### src/rtl/pwm_arb_pkg.sv
// Shared types and constants for the PWM register-file arbiter.
// The FSM state enum, requester indices and default data/address widths.
package pwm_arb_pkg;

  localparam int DEF_WIDTH = 16;
  localparam int DEF_AW    = 8;

  localparam logic REQ_M0 = 1'b0;
  localparam logic REQ_M1 = 1'b1;

  typedef enum logic [1:0] {
    ST_IDLE  = 2'd0,
    ST_ISSUE = 2'd1,
    ST_CAPT  = 2'd2,
    ST_ACK   = 2'd3
  } pwm_arb_state_e;

endpackage

### src/rtl/rr_arb2.sv
// Two-way winner selection for the register arbiter.
// Round-robin by default; with PWM_ARB_FIXED_PRIO_EN requester 0 wins every tie.
module rr_arb2
  import pwm_arb_pkg::*;
(
  input  logic req0_i,
  input  logic req1_i,
  input  logic last_i,
  output logic grant_o
);

`ifdef PWM_ARB_FIXED_PRIO_EN
  logic unused_last;
  assign unused_last = last_i;

  always_comb begin
    grant_o = REQ_M0;
    if (!req0_i && req1_i) grant_o = REQ_M1;
  end
`else
  // On a tie the requester that did not win last time goes next.
  always_comb begin
    grant_o = REQ_M0;
    if (req0_i && req1_i) begin
      grant_o = (last_i == REQ_M0) ? REQ_M1 : REQ_M0;
    end else if (req1_i) begin
      grant_o = REQ_M1;
    end
  end
`endif

endmodule

### src/rtl/pwm_reg_arbiter.sv
// Arbitrates the I2C-slave side (m0) and the internal sequencer (m1) onto one register file.
// Build option: PWM_ARB_FIXED_PRIO_EN selects fixed priority (m0 wins ties) instead of round-robin.
//
// Handshake: a requester raises mX_req with stable we/addr/wdata and holds them until mX_ack;
// the request is latched on the IDLE sampling edge, after which dropping req does not abort it.
// mX_ack is a one-cycle pulse; mX_rdata is valid with the ack of a read and holds until the next read.
module pwm_reg_arbiter
  import pwm_arb_pkg::*;
#(
  parameter int WIDTH = DEF_WIDTH,
  parameter int AW    = DEF_AW
) (
  input  logic             clk,
  input  logic             rst,
  input  logic             m0_req,
  input  logic             m0_we,
  input  logic [AW-1:0]    m0_addr,
  input  logic [WIDTH-1:0] m0_wdata,
  output logic             m0_ack,
  output logic [WIDTH-1:0] m0_rdata,
  input  logic             m1_req,
  input  logic             m1_we,
  input  logic [AW-1:0]    m1_addr,
  input  logic [WIDTH-1:0] m1_wdata,
  output logic             m1_ack,
  output logic [WIDTH-1:0] m1_rdata,
  output logic [AW-1:0]    reg_addr_o,
  output logic [WIDTH-1:0] reg_wdata_o,
  output logic             reg_write_o,
  output logic             reg_read_o,
  input  logic [WIDTH-1:0] reg_rdata_i,
  output logic             busy_o,
  output pwm_arb_state_e   state_o
);

  pwm_arb_state_e   state_q;
  logic             win_q;
  logic [AW-1:0]    addr_q;
  logic [WIDTH-1:0] wdata_q;
  logic             write_q;
  logic             read_q;
  logic             ack0_q;
  logic             ack1_q;
  logic [WIDTH-1:0] rdata0_q;
  logic [WIDTH-1:0] rdata1_q;

  logic             grant;
  logic             last_sel;
  logic             sel_we;
  logic [AW-1:0]    sel_addr;
  logic [WIDTH-1:0] sel_wdata;

`ifdef PWM_ARB_FIXED_PRIO_EN
  assign last_sel = REQ_M1;
`else
  logic last_q;
  assign last_sel = last_q;

  // Reset to m1 so that m0 takes the first tie.
  always_ff @(posedge clk) begin
    if (rst) begin
      last_q <= REQ_M1;
    end else if (state_q == ST_IDLE && (m0_req || m1_req)) begin
      last_q <= grant;
    end
  end
`endif

  rr_arb2 u_arb (
    .req0_i (m0_req),
    .req1_i (m1_req),
    .last_i (last_sel),
    .grant_o(grant)
  );

  always_comb begin
    sel_we    = m0_we;
    sel_addr  = m0_addr;
    sel_wdata = m0_wdata;
    if (grant == REQ_M1) begin
      sel_we    = m1_we;
      sel_addr  = m1_addr;
      sel_wdata = m1_wdata;
    end
  end

  // Strobes and acks default low each cycle so they can only ever be single-cycle pulses.
  always_ff @(posedge clk) begin
    if (rst) begin
      state_q  <= ST_IDLE;
      win_q    <= REQ_M0;
      addr_q   <= '0;
      wdata_q  <= '0;
      write_q  <= 1'b0;
      read_q   <= 1'b0;
      ack0_q   <= 1'b0;
      ack1_q   <= 1'b0;
      rdata0_q <= '0;
      rdata1_q <= '0;
    end else begin
      write_q <= 1'b0;
      read_q  <= 1'b0;
      ack0_q  <= 1'b0;
      ack1_q  <= 1'b0;
      case (state_q)
        ST_IDLE: begin
          if (m0_req || m1_req) begin
            state_q <= ST_ISSUE;
            win_q   <= grant;
            addr_q  <= sel_addr;
            wdata_q <= sel_wdata;
            write_q <= sel_we;
            read_q  <= !sel_we;
          end
        end
        ST_ISSUE: begin
          if (write_q) begin
            state_q <= ST_ACK;
            ack0_q  <= (win_q == REQ_M0);
            ack1_q  <= (win_q == REQ_M1);
          end else begin
            state_q <= ST_CAPT;
          end
        end
        ST_CAPT: begin
          if (win_q == REQ_M0) rdata0_q <= reg_rdata_i;
          else                 rdata1_q <= reg_rdata_i;
          state_q <= ST_ACK;
          ack0_q  <= (win_q == REQ_M0);
          ack1_q  <= (win_q == REQ_M1);
        end
        ST_ACK: begin
          state_q <= ST_IDLE;
        end
        default: begin
          state_q <= ST_IDLE;
        end
      endcase
    end
  end

  assign reg_addr_o  = addr_q;
  assign reg_wdata_o = wdata_q;
  assign reg_write_o = write_q;
  assign reg_read_o  = read_q;
  assign m0_ack      = ack0_q;
  assign m1_ack      = ack1_q;
  assign m0_rdata    = rdata0_q;
  assign m1_rdata    = rdata1_q;
  assign busy_o      = (state_q != ST_IDLE);
  assign state_o     = state_q;

endmodule

### config.mk
export PLATFORM = sky130hd
export DESIGN_NAME = pwm_reg_arbiter
export DESIGN_NICKNAME = d
export VERILOG_FILES = /design/src/rtl/pwm_arb_pkg.sv /design/src/rtl/rr_arb2.sv /design/src/rtl/pwm_reg_arbiter.sv
export SDC_FILE = /design/constraint.sdc
export NUM_CORES = 1
export LEC_CHECK = 0
export CORE_MARGIN = 2
export CORE_UTILIZATION = 43
export DETAILED_ROUTE_END_ITERATION = 8
export GPL_ROUTABILITY_DRIVEN = 0
export HOLD_SLACK_MARGIN = 0.03
export PLACE_DENSITY = 0.85
export SLEW_MARGIN = 20
export SYNTH_ARGS = -nofsm -noshare
export SYNTH_HDL_FRONTEND = slang
export SYNTH_SLANG_ARGS = --single-unit
### constraint.sdc
create_clock -name clk -period 4.2 [get_ports clk]
set_input_delay 0.63 -clock clk [delete_from_list [all_inputs] [get_ports clk]]
set_output_delay 0.63 -clock clk [all_outputs]
set_load 0.02 [all_outputs]
Yosys cells after proc, flatten, opt, wreduce, memory -nomap -nowiden --
Index checks and enable logic that the tools add are counted.
Word-level totals: flip-flop bits (word level) 64, word-level logic and storage cells 41
Cells by class: eq/ne operators 4, muxes and demuxes 13, bitwise gates (word level) 3, reduce and logical (&&, ||, !) cells 10
Operators by type and width (count):
- $mux W16 | 1
- $mux W8 | 1
- $pmux W2 S4 | 1
- $mux W1 | 7
- $reduce_and A2 Y1 | 3
- $eq A2 B2 Y1 const B | 2
- $pmux W1 S2 | 2
- $not A1 Y1 | 3
- $reduce_or A3 Y1 | 1
- $eq A2 B1 Y1 const B | 1
- $logic_and A1 B1 Y1 | 2
- $logic_not A2 Y1 | 1
- $mux W2 | 1
- $ne A2 B1 Y1 const B | 1
- $reduce_bool A2 Y1 | 1
- $logic_not A1 Y1 | 1
- $logic_or A1 B1 Y1 | 1

Depth between registers and ports, before layout --
Gate-level depths: netlist of run 1.
word-level depth 4, mapped depth 7, gate-level depth less buffers 5

Hierarchy --
A second synthesis of run 1 with hierarchy kept.
Unflattened totals: cells, all modules 285, area, all modules 2638.8 µm²
By module, submodules not included:
- pwm_reg_arbiter | instances 1, cells an instance 284, area each 2627.5 µm²
- rr_arb2 | instances 1, cells an instance 1, area each 11.3 µm²

Worst setup path before layout of run 1 --
No wires, ideal clock.
kind register -> output, start point register state_q[0], in the netlist state_o[0], end point output busy_o, data arrival time 1086 ps, setup slack 2484 ps, stages on the path, launching flop included 5, buffers on the path 1, cell sequence dfxtp_1 > inv_1 > ha_1 > clkbuf_2 > inv_1
Between the ends: longest elaborated chain between the ends 1
RTL lines:
- start, declared | line pwm_reg_arbiter.sv:36 | pwm_arb_state_e state_q;
- start signal, assigned | line pwm_reg_arbiter.sv:90 | state_q <= ST_IDLE;
- start signal, assigned | line pwm_reg_arbiter.sv:108 | state_q <= ST_ISSUE;
- start signal, assigned | line pwm_reg_arbiter.sv:118 | state_q <= ST_ACK;
- $reduce_bool A2 Y1 | line pwm_reg_arbiter.sv:150 | assign busy_o = (state_q != ST_IDLE);
- end, declared | line pwm_reg_arbiter.sv:32 | output logic busy_o,
No other way between the ends.

Worst setup path in the final report of run 1 --
start point register state_q[1], in the netlist state_o[1], end point output busy_o
The elaborated chain is that of the path after synthesis.

==> metrics.md, run 1 <==
| Metric | Value |
|---|---|
| Post-CTS sizing | `0` |
| IO buf count | `132` |
| CP top delay family | `buffers and inverters` |
| Clk Latency, worst-skew pair | `~340 ps` |
| Die Wd | `roughly 83 µm` |
| Setup total negative slack | `0 ps` |
| Period minus WS final | `2470 ps` |
| Vias/cell | `5.10` |
| Vias | `2609` |
| DIE AREA | `6810 µm²` |
| First drt pass iteration count | `4` |
| Pint | `1.60 mW` |
| Post-CTS setup buffer count | `0` |
| Clock share of power | `23.3%` |
| Final period util | `58.7%` |
| Detailed Route Iter0 Violations | `117` |
| Placement Setup Slack | `1720 ps` |
| Switching pwr | `0.997 mW` |
| Crit path from | `state_o[1]` |
| Core Area | `5960 µm²` |
| Worst Max-Slew Pin Slew | `882 ps` |
| Syn_nets | `about 390` |
| Final WL | `7720 µm` |
| Setup Skew | `9.47 ps` |
| Sequential Power Share | `32.3%` |
| PD cells | `~620 nW/µm²` |
| Required @ worst endpoint | `approximately 3600 ps` |
| Final Hold Fails | `0` |
| Most frequent cells in the layout | `131 x clkdlybuf4s50_1, 89 x nand2_1, 64 x dfxtp_1` |
| Comb pwr share | `44.4%` |
| Row count | `28` |
| Clk buf depth | `2` |
| Switching Fraction | `38.4%` |
| Clk Tree Root Cell | `clkbuf_8` |
| Final WS setup | `1730 ps` |
| CTS buffer count | `9` |
| Avg Cell Area, Syn | `around 8.5 µm²` |
| First-pass GRT wire length | `between 10000 and 15000 µm` |
| CP Max Fanout | `7` |
| Largest net degree at the start of global routing | `38` |
| CP max stage delay | `590 ps` |
| Filler Cell Count | `470` |
| Max Cap Viol | `0` |
| Most common cell after layout, fill and taps aside | `clkdlybuf4s50_1` |
| Synth Instances | `313` |
| Sequential area share after synthesis | `~48%` |
| Post-synth cell types | `31` |
| Total track usage | `23.0%` |
| Crit Path Category | `reg -> out` |
| Max H-tree Level | `3` |
| Final ANT Viol Nets | `0` |
| Slew headroom | `41.2%` |
| Leakage | `1.52 nW` |
| Worst Path Buf+Inv | `3` |
| HPWL after DPL | `5400 µm` |
| Number of global-route vias before repair | `2451` |
| CP arrival | `1840 ps` |
| Synthesized flop and latch total | `64` |
| Antenna violations before repair | `0` |
| Initial Util | `44.5%` |
| Setup Viol. Count Final | `0` |
| Synth warn | `0` |
| Cells along the critical path | `inv_1 > ha_1 > inv_1 > clkdlybuf4s50_1` |
| Grt total ovfl | `0` |
| Vert. Die Dim | `82.5 µm` |
| CP startpoint kind | `register` |
| Crit end category | `output pin` |
| Synthesized cell area | `around 2700 µm²` |
| FF-to-FF Start | `state_o[0]` |
| CTS tree | `yes` |
| ANT cells | `0` |
| Layout cell share with drive strength beyond 1 | `under 10%` |
| Most Frequent Cell on Critical Path | `inv_1` |
| Worst Min Path Start | `m1_rdata[4]` |
| DR DRC count | `0` |
| CTS Sinks | `64` |
| RSZ-0062 raised after global routing | `false` |
| Clock slew at reported path FFs | `80 ps` |
| Outcome | `completed` |
| CP max stage cell | `clkdlybuf4s50_1` |
| Area delta synth->final | `57.1%` |
| Number of placed I/O pins | `133` |
| Hold_buf cts | `0` |
| Worst IR Drop VDD | `0.000391 V` |
| Achievable frequency | `405 MHz` |
| Final net count | `506` |
| Hold Crit Class | `reg -> reg` |
| Slew Viols, Final | `0` |
| Post-DR wirelength/cell | `15.1 µm` |
## state kept, by name (all words and copies together) (netlist names)
register / flops
m0_rdata: 16
m1_rdata: 16
reg_wdata_o: 16
reg_addr_o: 8
state_o: 2
last_q: 1
m0_ack: 1
m1_ack: 1
reg_read_o: 1
reg_write_o: 1
win_q: 1
## worst min-delay path: stages (launching register included)
cell and delay [ps]:
dfxtp_1 310, nand2_1 50, a21oi_1 50
## through the flow
stage	power, mW	hold WS [ps]	cells	utilization (%)	instance area (µm²)
after floorplan	1.55	485	313	-	2650
after global placement	1.96	442	496	66.1	3940
after detailed placement	2.00	446	496	66.1	3940
after CTS	2.60	457	512	69.9	4160
after global routing	2.73	474	512	69.9	4160
final	2.59	456	512	69.9	4160
## path summary, 6_finish.rpt
check	endpoint	slack [ps]	cells past startpoint
worst max-delay path	busy_o	1730	4
worst min-delay path	m1_rdata[4]	460	2
worst max register to register	reg_wdata_o[9]	2150	5
worst min register to register	m1_rdata[4]	460	2
## power groups by stage
| stage | combinational, mW | sequential (mW) | clock (mW) |
|---|---|---|---|
| 2_1_floorplan | 0.536 | 1.01 | 0 |
| 3_3_place_gp | 1.12 | 0.844 | 0 |
| 3_5_place_dp | 1.15 | 0.848 | 0 |
| 4_1_cts | 1.15 | 0.836 | 0.616 |
| 5_1_grt | 1.24 | 0.853 | 0.642 |
| 6_report | 1.15 | 0.838 | 0.605 |
## logic make-up after synthesis
group                      share of synthesized area (%)
DFF                                                 48.3
and+or+nand+nor                                     18.9
adders and majority gates                           1.89
buffers and inverters                               5.47
muxes                                              0.755
AOI/OAI and AO/OA                                   24.6
## synth_stat cells
library cell / n / area (µm²)
a21oi_1: 58 / 290
nand2b_1: 1 / 6.26
and2_1: 1 / 6.26
a221oi_1: 1 / 8.76
nor3b_2: 1 / 12.5
nand2_1: 89 / 334
inv_1: 3 / 11.3
a211oi_1: 6 / 45.0
ha_1: 4 / 50.1
o21ai_4: 1 / 16.3
o21ai_0: 1 / 5.00
buf_2: 8 / 40.0
dfxtp_1: 64 / 1280
clkbuf_2: 3 / 15.0
or2_2: 1 / 6.26
nor2b_1: 1 / 6.26
buf_4: 1 / 7.51
a22oi_1: 1 / 7.51
nor4b_1: 1 / 8.76
buf_6: 3 / 33.8
nor4bb_1: 1 / 10.0
mux2i_1: 2 / 20.0
nor2_1: 26 / 97.6
a21boi_4: 1 / 18.8
nor3_1: 1 / 5.00
o21a_1: 1 / 7.51
a211oi_2: 19 / 238
clkbuf_1: 10 / 37.5
a21bo_2: 1 / 10.0
or3b_1: 1 / 8.76
a31oi_1: 1 / 6.26
## area by class of cell
type	count	area [µm²]	share of cell area (%)
multi-input cells	221	1230	29.5
clock buffers	9	124	2.97
repair buffers	133	1320	31.8
well taps	75	93.8	2.25
clock inverters	7	103	2.46
inverters	3	11.3	0.270
flip-flops and latches	64	1280	30.8
## routing by layer
layer | part of all wire [%] | up-vias | global-route usage [%]
met3 | 4.1 | 15 | 4.24
met4 | 2.3 | 0 | 12.5
met5 | 0 | - | 0
met2 | 52 | 70 | 38.4
met1 | 42 | 1235 | 27.9
li1 | - | 1289 | -
Power figures use the tool's default switching activity.
==> run 2, diff against run 1 <==
--- a/config.mk
+++ b/config.mk
@@ -6,11 +6,11 @@
 export NUM_CORES = 1
 export LEC_CHECK = 0
 export CORE_MARGIN = 2
-export CORE_UTILIZATION = 43
+export CORE_UTILIZATION = 40
 export DETAILED_ROUTE_END_ITERATION = 8
 export GPL_ROUTABILITY_DRIVEN = 0
 export HOLD_SLACK_MARGIN = 0.03
-export PLACE_DENSITY = 0.85
+export PLACE_DENSITY = 0.8
 export SLEW_MARGIN = 20
 export SYNTH_ARGS = -nofsm -noshare
 export SYNTH_HDL_FRONTEND = slang
==> constraint.sdc (replaced) <==
create_clock -name clk -period 2.5 [get_ports clk]
set_input_delay 0.375 -clock clk [delete_from_list [all_inputs] [get_ports clk]]
set_output_delay 0.375 -clock clk [all_outputs]
set_load 0.02 [all_outputs]
==> metrics.md, run 2 (synthesis results as in run 1) <==
| Metric | Value |
|---|---|
| Outcome | `completed` |
| Final period util | `87.2%` |
| CP top delay family | `buffers and inverters` |
| Grt total ovfl | `0` |
| FF-to-FF Start | `state_o[0]` |
| Setup total negative slack | `0 ps` |
| Most Frequent Cell on Critical Path | `inv_1` |
| Initial Util | `41.5%` |
| Final Hold Fails | `0` |
| DIE AREA | `approximately 7300 µm²` |
| CP startpoint kind | `register` |
| Most common cell after layout, fill and taps aside | `clkdlybuf4s50_1` |
| Final ANT Viol Nets | `0` |
| CP max stage delay | `590 ps` |
| Max H-tree Level | `3` |
| DP Area | `around 4000 µm²` |
| Antenna violations before repair | `0` |
| Final WS setup | `roughly 320 ps` |
| DR WL met2 | `4020 µm` |
| Max Cap Viol | `0` |
| DR DRC count | `0` |
| Largest net degree at the start of global routing | `28` |
| CTS Sinks | `64` |
| Final WL | `7930 µm` |
| ANT cells | `0` |
| Required @ worst endpoint | `2120 ps` |
| CP max stage cell | `clkdlybuf4s50_1` |
| Most frequent cells in the layout | `131 x clkdlybuf4s50_1, 89 x nand2_1, 64 x dfxtp_1` |
| RSZ-0062 raised after global routing | `false` |
| First drt pass iteration count | `4` |
| Vias | `2624` |
| Total track usage | `21.7%` |
| Die Wd | `approximately 85 µm` |
| Slew headroom | `56.3%` |
| Setup Viol. Count Final | `0` |
| Leakage | `1.53 nW` |
| Final net count | `512` |
| IO buf count | `roughly 130` |
| Period minus WS final | `2180 ps` |
| Worst Max-Slew Pin Slew | `655 ps` |
| Placement Setup Slack | `449 ps` |
| First-pass GRT wire length | `12400 µm` |
| Clk Tree Root Cell | `clkbuf_8` |
| CTS tree | `yes` |
| Worst Path Buf+Inv | `3` |
| M1 WL | `3280 µm` |
| Setup Skew | `4.06 ps` |
| CTS buffer count | `9` |
| Achievable frequency | `~460 MHz` |
| Clock slew at reported path FFs | `around 70 ps` |
| DR top layer | `met4` |
| Hold_buf cts | `0` |
| HPWL after DPL | `around 5600 µm` |
| CP Max Fanout | `7` |
| Final Power | `4.23 mW` |
| Detailed Route Iter0 Violations | `107` |
| Post-DR wirelength/cell | `between 15 and 20 µm` |
| Clk buf depth | `2` |
| Hold Crit Class | `reg -> reg` |
| Vert. Die Dim | `between 80 and 90 µm` |
| Area delta synth->final | `57.8%` |
| Row count | `29` |
| Worst Min Path Start | `m1_rdata[14]` |
| Post-CTS setup buffer count | `0` |
| CP arrival | `1810 ps` |
| Crit Path Category | `reg -> out` |
| Crit end category | `output pin` |
| Post-Layout Inst Area | `4180 µm²` |
| Core Area | `6390 µm²` |
| Met3 wire len | `316 µm` |
| Slew Viols, Final | `0` |
| Number of placed I/O pins | `133` |
| Clk Latency, worst-skew pair | `330 ps` |
| Post-CTS sizing | `0` |
| Crit path from | `state_o[1]` |
| PD cells | `1010 nW/µm²` |
| Cells along the critical path | `inv_1 > ha_1 > inv_1 > clkdlybuf4s50_1` |
| Layout cell share with drive strength beyond 1 | `10.6%` |
| Number of global-route vias before repair | `2539` |
| Vias/cell | `5.05` |
| Worst IR Drop VDD | `0.00104 V` |
## run 2: changes by cell type in the layout (fill, tap and decap cells not counted)
cell | previous run | this run
nor2b_1 | 0 | 1
clkbuf_1 | 0 | 1
nor2b_2 | 1 | 0
buf_12 | 0 | 1
bufinv_16 | 2 | 1
clkinv_4 | 2 | 0
inv_6 | 2 | 0
clkinvlp_4 | 1 | 2
clkinv_2 | 0 | 3
buf_4 | 1 | 6
## run 2: cell type report
class,count,area [µm²]
fill,521,2200
timing repair buffer,139,1380
sequential,64,1280
multi-input combinational,221,1220
clock buffer,10,128
tap,77,96.3
clock inverter,6,60.1
inverter,3,11.3
## run 2: worst paths after layout
path | to | depth (start not counted) | slack [ps]
max | busy_o | 4 | 320
min | m1_rdata[14] | 2 | 450
max reg2reg | reg_wdata_o[2] | 6 | 830
min reg2reg | m1_rdata[14] | 2 | 450
## run 2: power breakdown
part	total, mW	switching (mW)	internal [mW]
registers	1.40	0.139	1.27
clock network	0.854	0.398	0.455
logic	1.97	1.09	0.878
total	4.23	1.63	2.60
## run 2: worst min-delay path: cells and delay by family (launching register included)
kind	cells	cell delay [ps]
AOI/OAI and AO/OA	1	50
DFF	1	310
and+or+nand+nor	1	50
## run 2: metal layers
layer	track usage, %	up-vias
met5	0	-
met1	25.1	1223
li1	-	1301
met4	12.4	0
met3	4.38	23
met2	37.3	77
## run 2: through the flow
stage	util (%)	cells	hold slack, ps
floorplan	-	313	485
global placement	62.6	504	442
detailed placement	62.6	504	446
CTS	65.5	520	455
global route	65.5	520	466
finish	65.5	520	454
